==> src/rtl/uart_rx_fifo.sv <==
// uart_rx_fifo
//   8N1 UART receiver feeding a small byte FIFO, with sticky error flags.
//
// Parameters
//   CLKS_PER_BIT : clock cycles per serial bit (4..65535)
//   DEPTH_LOG2   : log2 of FIFO depth in bytes (>= 1)
//
// Ports
//   clock_50M : sole clock, all logic on the rising edge
//   n_rst     : synchronous active-low reset
//   rx        : asynchronous serial line, idle high, LSB first
//   rd        : pop one byte per asserted cycle (ignored when empty)
//   err_clr   : clears frame_err and overrun (a same-cycle set wins)
//   rx_data   : byte at the FIFO head, valid while rx_ready is high
//   rx_ready  : FIFO non-empty
//   frame_err : sticky, a stop bit was sampled low
//   overrun   : sticky, a received byte was dropped because the FIFO was full
module uart_rx_fifo #(
  parameter int CLKS_PER_BIT = 434,
  parameter int DEPTH_LOG2   = 2
) (
  input  logic       clock_50M,
  input  logic       n_rst,
  input  logic       rx,
  input  logic       rd,
  input  logic       err_clr,
  output logic [7:0] rx_data,
  output logic       rx_ready,
  output logic       frame_err,
  output logic       overrun
);

  localparam int CW    = (CLKS_PER_BIT > 1) ? $clog2(CLKS_PER_BIT) : 1;
  localparam int DEPTH = 2 ** DEPTH_LOG2;

  localparam logic [CW-1:0] BIT_LAST  = CW'(CLKS_PER_BIT - 1);
  localparam logic [CW-1:0] HALF_LAST = CW'(CLKS_PER_BIT / 2 - 1);

  typedef enum logic [2:0] {
    IDLE,
    START,
    DATA,
    STOP,
    BREAK
  } state_t;

  logic          rx_meta;
  logic          rx_s;

  state_t        state;
  state_t        state_nxt;
  logic [CW-1:0] cyc_cnt;
  logic [CW-1:0] cyc_nxt;
  logic [2:0]    bit_cnt;
  logic [2:0]    bit_nxt;
  logic [7:0]    shift_q;
  logic [7:0]    shift_nxt;
  logic          push_pend;
  logic          push_nxt;
  logic          ferr_set;

  logic [DEPTH_LOG2:0] wr_ptr;
  logic [DEPTH_LOG2:0] rd_ptr;
  logic [7:0]          mem [DEPTH];
  logic                fifo_empty;
  logic                fifo_full;
  logic                do_pop;
  logic                do_push;
  logic                ovr_set;

  // Two-flop synchronizer. Both flops reset to the idle level so that a
  // line that is already low at release still needs a visible 1->0 step
  // on rx_s before a start bit is recognised.
  always_ff @(posedge clock_50M) begin
    if (!n_rst) begin
      rx_meta <= 1'b1;
      rx_s    <= 1'b1;
    end else begin
      rx_meta <= rx;
      rx_s    <= rx_meta;
    end
  end

  // Receiver state, counters, shift register and the one-cycle push strobe.
  // The push is delayed one cycle after the stop-bit sample so the FIFO
  // write sees a stable byte and a clean full/pop decision.
  always_ff @(posedge clock_50M) begin
    if (!n_rst) begin
      state     <= IDLE;
      cyc_cnt   <= '0;
      bit_cnt   <= '0;
      shift_q   <= '0;
      push_pend <= 1'b0;
    end else begin
      state     <= state_nxt;
      cyc_cnt   <= cyc_nxt;
      bit_cnt   <= bit_nxt;
      shift_q   <= shift_nxt;
      push_pend <= push_nxt;
    end
  end

  // Next-state logic. START waits half a bit so every later sample lands
  // near mid-bit; a high line at that point is treated as a glitch.
  // BREAK holds off start detection until the line returns high.
  always_comb begin
    state_nxt = state;
    cyc_nxt   = cyc_cnt;
    bit_nxt   = bit_cnt;
    shift_nxt = shift_q;
    push_nxt  = 1'b0;
    ferr_set  = 1'b0;
    case (state)
      IDLE: begin
        if (!rx_s) begin
          cyc_nxt   = '0;
          state_nxt = START;
        end
      end
      START: begin
        if (cyc_cnt == HALF_LAST) begin
          cyc_nxt   = '0;
          bit_nxt   = '0;
          state_nxt = rx_s ? IDLE : DATA;
        end else begin
          cyc_nxt = cyc_cnt + 1'b1;
        end
      end
      DATA: begin
        if (cyc_cnt == BIT_LAST) begin
          cyc_nxt            = '0;
          shift_nxt[bit_cnt] = rx_s;
          if (bit_cnt == 3'd7) begin
            state_nxt = STOP;
          end else begin
            bit_nxt = bit_cnt + 3'd1;
          end
        end else begin
          cyc_nxt = cyc_cnt + 1'b1;
        end
      end
      STOP: begin
        if (cyc_cnt == BIT_LAST) begin
          cyc_nxt = '0;
          if (rx_s) begin
            push_nxt  = 1'b1;
            state_nxt = IDLE;
          end else begin
            ferr_set  = 1'b1;
            state_nxt = BREAK;
          end
        end else begin
          cyc_nxt = cyc_cnt + 1'b1;
        end
      end
      BREAK: begin
        if (rx_s) begin
          state_nxt = IDLE;
        end
      end
      default: state_nxt = IDLE;
    endcase
  end

  // Pointers carry one extra wrap bit so full and empty are distinguishable.
  // A push into a full FIFO still succeeds when a pop happens in the same
  // cycle; the write then lands in the slot being vacated.
  assign fifo_empty = (wr_ptr == rd_ptr);
  assign fifo_full  = (wr_ptr[DEPTH_LOG2] != rd_ptr[DEPTH_LOG2]) &&
                      (wr_ptr[DEPTH_LOG2-1:0] == rd_ptr[DEPTH_LOG2-1:0]);
  assign do_pop     = rd & ~fifo_empty;
  assign do_push    = push_pend & (~fifo_full | do_pop);
  assign ovr_set    = push_pend & fifo_full & ~do_pop;

  assign rx_ready   = ~fifo_empty;
  assign rx_data    = mem[rd_ptr[DEPTH_LOG2-1:0]];

  // FIFO pointers.
  always_ff @(posedge clock_50M) begin
    if (!n_rst) begin
      wr_ptr <= '0;
      rd_ptr <= '0;
    end else begin
      if (do_push) begin
        wr_ptr <= wr_ptr + 1'b1;
      end
      if (do_pop) begin
        rd_ptr <= rd_ptr + 1'b1;
      end
    end
  end

  // FIFO storage, cleared on reset so rx_data is never X.
  always_ff @(posedge clock_50M) begin
    if (!n_rst) begin
      for (int i = 0; i < DEPTH; i++) begin
        mem[i] <= '0;
      end
    end else if (do_push) begin
      mem[wr_ptr[DEPTH_LOG2-1:0]] <= shift_q;
    end
  end

  // Sticky error flags; a new event outranks a simultaneous clear.
  always_ff @(posedge clock_50M) begin
    if (!n_rst) begin
      frame_err <= 1'b0;
      overrun   <= 1'b0;
    end else begin
      if (ferr_set) begin
        frame_err <= 1'b1;
      end else if (err_clr) begin
        frame_err <= 1'b0;
      end
      if (ovr_set) begin
        overrun <= 1'b1;
      end else if (err_clr) begin
        overrun <= 1'b0;
      end
    end
  end

endmodule

==> config.mk <==
export PLATFORM = sky130hd
export DESIGN_NAME = uart_rx_fifo
export DESIGN_NICKNAME = d
export VERILOG_FILES = /design/src/rtl/uart_rx_fifo.sv
export SDC_FILE = /design/constraint.sdc
export NUM_CORES = 1
export LEC_CHECK = 0
export CAP_MARGIN = 20
export CORE_ASPECT_RATIO = 2
export CORE_MARGIN = 1
export CORE_UTILIZATION = 55
export CTS_BUF_LIST = sky130_fd_sc_hd__clkbuf_8
export DETAILED_ROUTE_END_ITERATION = 10
export PLACE_DENSITY_LB_ADDON = 0.25
export SETUP_SLACK_MARGIN = 0.05
export SYNTH_ARGS = -nofsm -noshare
export SYNTH_HDL_FRONTEND = slang
export SYNTH_SLANG_ARGS = --single-unit
==> constraint.sdc <==
create_clock -name clock_50M -period 4.05 [get_ports clock_50M]
set_input_delay 0.81 -clock clock_50M [delete_from_list [all_inputs] [get_ports clock_50M]]
set_output_delay 0.81 -clock clock_50M [all_outputs]
set_load 0.01 [all_outputs]
; ---- Word-level counts from Yosys, hierarchy flattened
; Memories as Yosys holds them, arrays and structs flattened. A register that Yosys moved wholly into a read port is not among the register bits.
; Index checks and enable logic that the tools add are counted.
[op_classes]
addsub = 4
magnitude_cmp = 2
eq_ne = 17
n_mux = 36
n_bitwise = 8
n_reduce_logical = 14
[op_table]
columns = cell, count
row1 = $mux W3, 10
row2 = $mux W9, 3
row3 = $pmux W9 S3, 1
row4 = $pmux W3 S5, 1
row5 = $ne A2 B2 Y1 const B, 7
row6 = $mux W1, 13
row7 = $add A3 B1 Y3 const B, 3
row8 = $add A9 B1 Y9 const B, 1
row9 = $eq A9 B8 Y1 const B, 1
row10 = $eq A9 B9 Y1 const B, 1
row11 = $bwmux W8, 1
row12 = $mux W2, 4
row13 = $mux W8, 1
row14 = $reduce_or A8 Y1, 1
row15 = $eq A3 B2 Y1 const B, 2
row16 = $eq A3 B3 Y1 const B, 2
row17 = $pmux W3 S2, 1
row18 = $reduce_and A6 Y1, 1
row19 = $reduce_bool A2 Y1, 3
row20 = $and A1 B1 Y1, 4
row21 = $lt A3 B4 Y1 const B, 1
row22 = $reduce_and A2 Y1, 2
row23 = $reduce_and A4 Y1, 1
row24 = $demux W1 S3, 1
row25 = 12 further kinds, 15
[word_totals]
reg_bits = 34
ram_bits = 32
inputBits = 5
wordCells = 93
mem_count = 1
[mem_list]
columns = memory, words, word_bits, rd, rd_ports_with_merged_regs, wr, line
row1 = mem, 4, 8, 1, 1, 4, 64  ; logic [7:0] mem [DEPTH];

; ---- Depth between registers and ports, before layout
[logic_depth]
word_depth = 10
ltp_mapped = 8
mapped_depth_nobuf = 6

; ---- Worst setup path before layout
; Ideal clock, no wire load.
[synth_timing]
kind = input to register
startpoint = input n_rst
endpoint = memory mem[2][0], enable pin
setup_ps = 334
arrival_time_ps = 1918
path_slack_ps = 1798
path_stages = 5
cell_sequence = clkbuf_1 -> and2_1 -> o41ai_4 -> nor3b_4 -> nand2b_1
[synth_lines]
columns = element, line
row1 = start: declaration, 23  ; input logic n_rst,
row2 = end: declaration, 64

==> metrics.md <==
| Metric | Value |
|---|---|
| Drc violations | 3 |
| Final hold violations | 0 |
| Layout fillers | 466 |
| Synth async-reset ratio | 0% |
| Largest family of logic cells by synthesized area | simple AND/OR/NAND/NOR gates |
| Mapped Area | 3390 um2 |
| Top delay family on crit path | flip-flops |
| Vias in the first global route | 2317 |
| Slowest stage cell, crit path | dfxtp_1 |
| Fraction of layout cells with a size suffix above 1 | 11.4% |
| CP Max Fanout | 8 |
| Routed Antenna Nets | 0 |
| Mapped Cells | 298 |
| Gp weighted congestion | 0.821 |
| Max Clk Rate | 349 MHz |
| Clock skew | 0.00659 ns |
| Post-Place Worst Slack | 1.21 ns |
| Post-synthesis mux area share | 8.27% |
| Final HPWL DP | 5250 um |
| Failing checks | DRC |
| Critical path depth | 2 |
| WL/cell | 17.7 um |
| Power per Cell Area | 356 nW/um2 |
| Worst R2R Path Depth | 4 |
| Global-route wire length before repair | 10800 um |
| Status | finished, violations left |
| Vias per cell | 5.94 |
| Simple-Gate Fraction of Synth Area | 23.1% |
| Routed WL | 6710 um |
| H-Tree Depth | 3 |
| Worst vdd rail ir drop | 250 uV |
| Fin crit period | 2.87 ns |
| Die Y | 113 um |
| Max Slew Vio Count | 0 |
| Congestion Overflow GR | 0 |
| Final worst-path cycle share | 70.8% |
| CP Buf/Inv Count | 1 |
| Clock-pin slew on the worst setup and hold paths | 0.06 ns |
| IO Pins | 16 |
| Buffers on Ports | 15 |
| Setup violations, final | 0 |
| Post_cts resized | 0 |
| RSZ-0062 raised after global routing | false |
| Drt initial violations | 55 |
| Total GRT Usage | 23.7% |
| Library cells used by synthesis | 53 |
| Post-synth EDFFs | 32 |
| Setup ws final | 1.18 ns |
| Site Rows | 40 |
| Worst-Skew Late Latency | 0.34 ns |
| Syn Area/Cell | 11.4 um2 |
| Compound-Gate Fraction of Synth Area | 11.2% |
| Nets | 323 |
| Hold_ws | 0.410 ns |
| Normalized max-slew margin | 41.8% |
| Clk buf depth | 2 |
| Worst setup SP type | flop |
| Number of diodes | 0 |
| Die footprint | 6500 um2 |
| Area Overhead vs Synth | 11.3% |
| Initial antenna violation count | 0 |
| Largest net degree at the start of global routing | 45 |
| Leakage | 1.34 nW |
| Worst path max stage delay | 0.65 ns |
| CP Class | reg -> out |
| Root Driver | clkbuf_8 |
| Drt first pass iters | 9 |
| CTS tree | done |
| Setup TNS | 0 ns |
| Ys Warns | 0 |
| Crit end category | output port |
| Die width | 57.5 um |
| Setup Buffers After CTS | 0 |
| Synth Area in Adders | 2.58% |
| Required @ worst endpoint | 3.24 ns |
| Crit path cell chain | mux4_2 -> clkdlybuf4s50_1 |
| Worst Hold Class | reg -> reg |
| Total of max-cap violations | 0 |
| Flop and latch count out of synthesis | 68 |
| Vias | 2253 |
| TritonCTS buffer count | 9 |
| Hold buffers post-CTS | 0 |
| Xor/xnor share of the synthesized area | 2.84% |
| Post-synth top flop | dfxtp_1 |
| Initial Utilization | 56.9% |
| Sink Count | 68 |
| Worst-Margin Slew | 0.873 ns |
| Worst EP arrival | 2.06 ns |
| Syn nets | 310 |
| Hold path cells | 1 |
| Core footprint | 5960 um2 |
| Sequential-to-total area share from yosys stat | 49.6% |
-- report_power, final --
group	leakage (nW)	internal, mW	switching, mW	total [mW]
clock	0.113	0.310	0.232	0.542
sequential	0.601	0.735	0.0115	0.747
combinational	0.630	0.0252	0.0290	0.0542
total	1.34	1.07	0.272	1.34
-- area by class of cell --
class | instances | area, um2 | share of cell area, %
timing repair buffer | 18 | 170 | 4.51
tap | 63 | 78.8 | 2.09
inverter | 5 | 18.8 | 0.498
multi-input combinational | 209 | 1620 | 43.1
sequential | 68 | 1680 | 44.6
clock buffer | 11 | 151 | 4.01
clock inverter | 5 | 46.3 | 1.23
-- placed cells by master (no fill, tap or decap), types with 2 or more instances in the layout --
| master | n |
|---|---|
| nor4b_1 | 3 |
| xnor2_1 | 5 |
| nor2_1 | 8 |
| a32o_1 | 2 |
| nor3b_1 | 3 |
| nor2b_1 | 16 |
| a21oi_1 | 3 |
| clkdlybuf4s50_1 | 15 |
| nand4_1 | 6 |
| nand2b_1 | 6 |
| o211ai_1 | 2 |
| nor3b_4 | 2 |
| o22ai_1 | 8 |
| mux4_2 | 8 |
| o311ai_0 | 2 |
| nand2_1 | 24 |
| clkbuf_8 | 11 |
| o31ai_1 | 2 |
| a21o_1 | 2 |
| nor3_1 | 5 |
| or3b_2 | 2 |
| and2_1 | 41 |
| a21boi_0 | 9 |
| o21a_1 | 4 |
| edfxtp_1 | 32 |
| inv_1 | 8 |
| buf_4 | 2 |
| nand3_1 | 3 |
| ha_1 | 7 |
| o21ai_0 | 5 |
| dfxtp_1 | 36 |
| mux2i_1 | 10 |
-- synthesized netlist by cell type (6+ instances only) --
master	instances	share of area [%]
o22ai_1	8	1.5
mux4_2	8	5.3
edfxtp_1	32	28
nand2_1	24	2.7
a21boi_0	9	2.0
nor2b_1	16	3.0
dfxtp_1	36	21
clkbuf_1	11	1.2
mux2i_1	10	3.0
nand4_1	6	1.1
and2_1	41	7.6
ha_1	7	2.6
nor2_1	8	0.89
nand2b_1	6	1.1
-- layer usage --
| metal | vias up | GRT usage, % | part of all wire, % |
|---|---|---|---|
| met4 | 0 | 20.7 | 7.2 |
| met2 | 42 | 45.5 | 60 |
| met5 | - | 0 | 0 |
| met3 | 29 | 5.14 | 2.4 |
| met1 | 1069 | 18.2 | 30 |
| li1 | 1113 | - | - |
-- state kept, by name (all words and copies together), names as in the netlist, named ones only --
name       flops
bit_cnt        3
overrun        1
frame_err      1
push_pend      1
wr_ptr         3
state          3
rd_ptr         3
rx_s           1
rx_meta        1
mem           32
cyc_cnt        9
shift_q        8
-- through the flow --
step                      power [mW]  instance area, um2  std cells  util, %
after floorplan                0.791                3390        298        -
after global placement         0.815                3570        362     59.9
after detailed placement       0.817                3570        362     59.9
after CTS                       1.36                3770        378     63.2
after global routing            1.39                3770        379     63.3
final                           1.34                3770        379     63.3
-- final timing paths --
path,start,endpoint,slack (ns)
setup / recovery,flop,rx_data[6],1.18
hold / removal,rx_meta,rx_s,0.41
setup reg to reg,state[0],state[2],1.83
hold reg to reg,rx_meta,rx_s,0.41
-- kinds of logic (layout without fill, tap and decap cells) --
family                     Yosys count  in the layout
AOI/OAI and AO/OA                   48             48
DFF                                 68             68
muxes                               18             18
adders and majority gates            7              7
and+or+nand+nor                    128            128
xor gates and xnor gates             8              8
buffers and inverters               21             39
(Power assumes the default switching activity.)
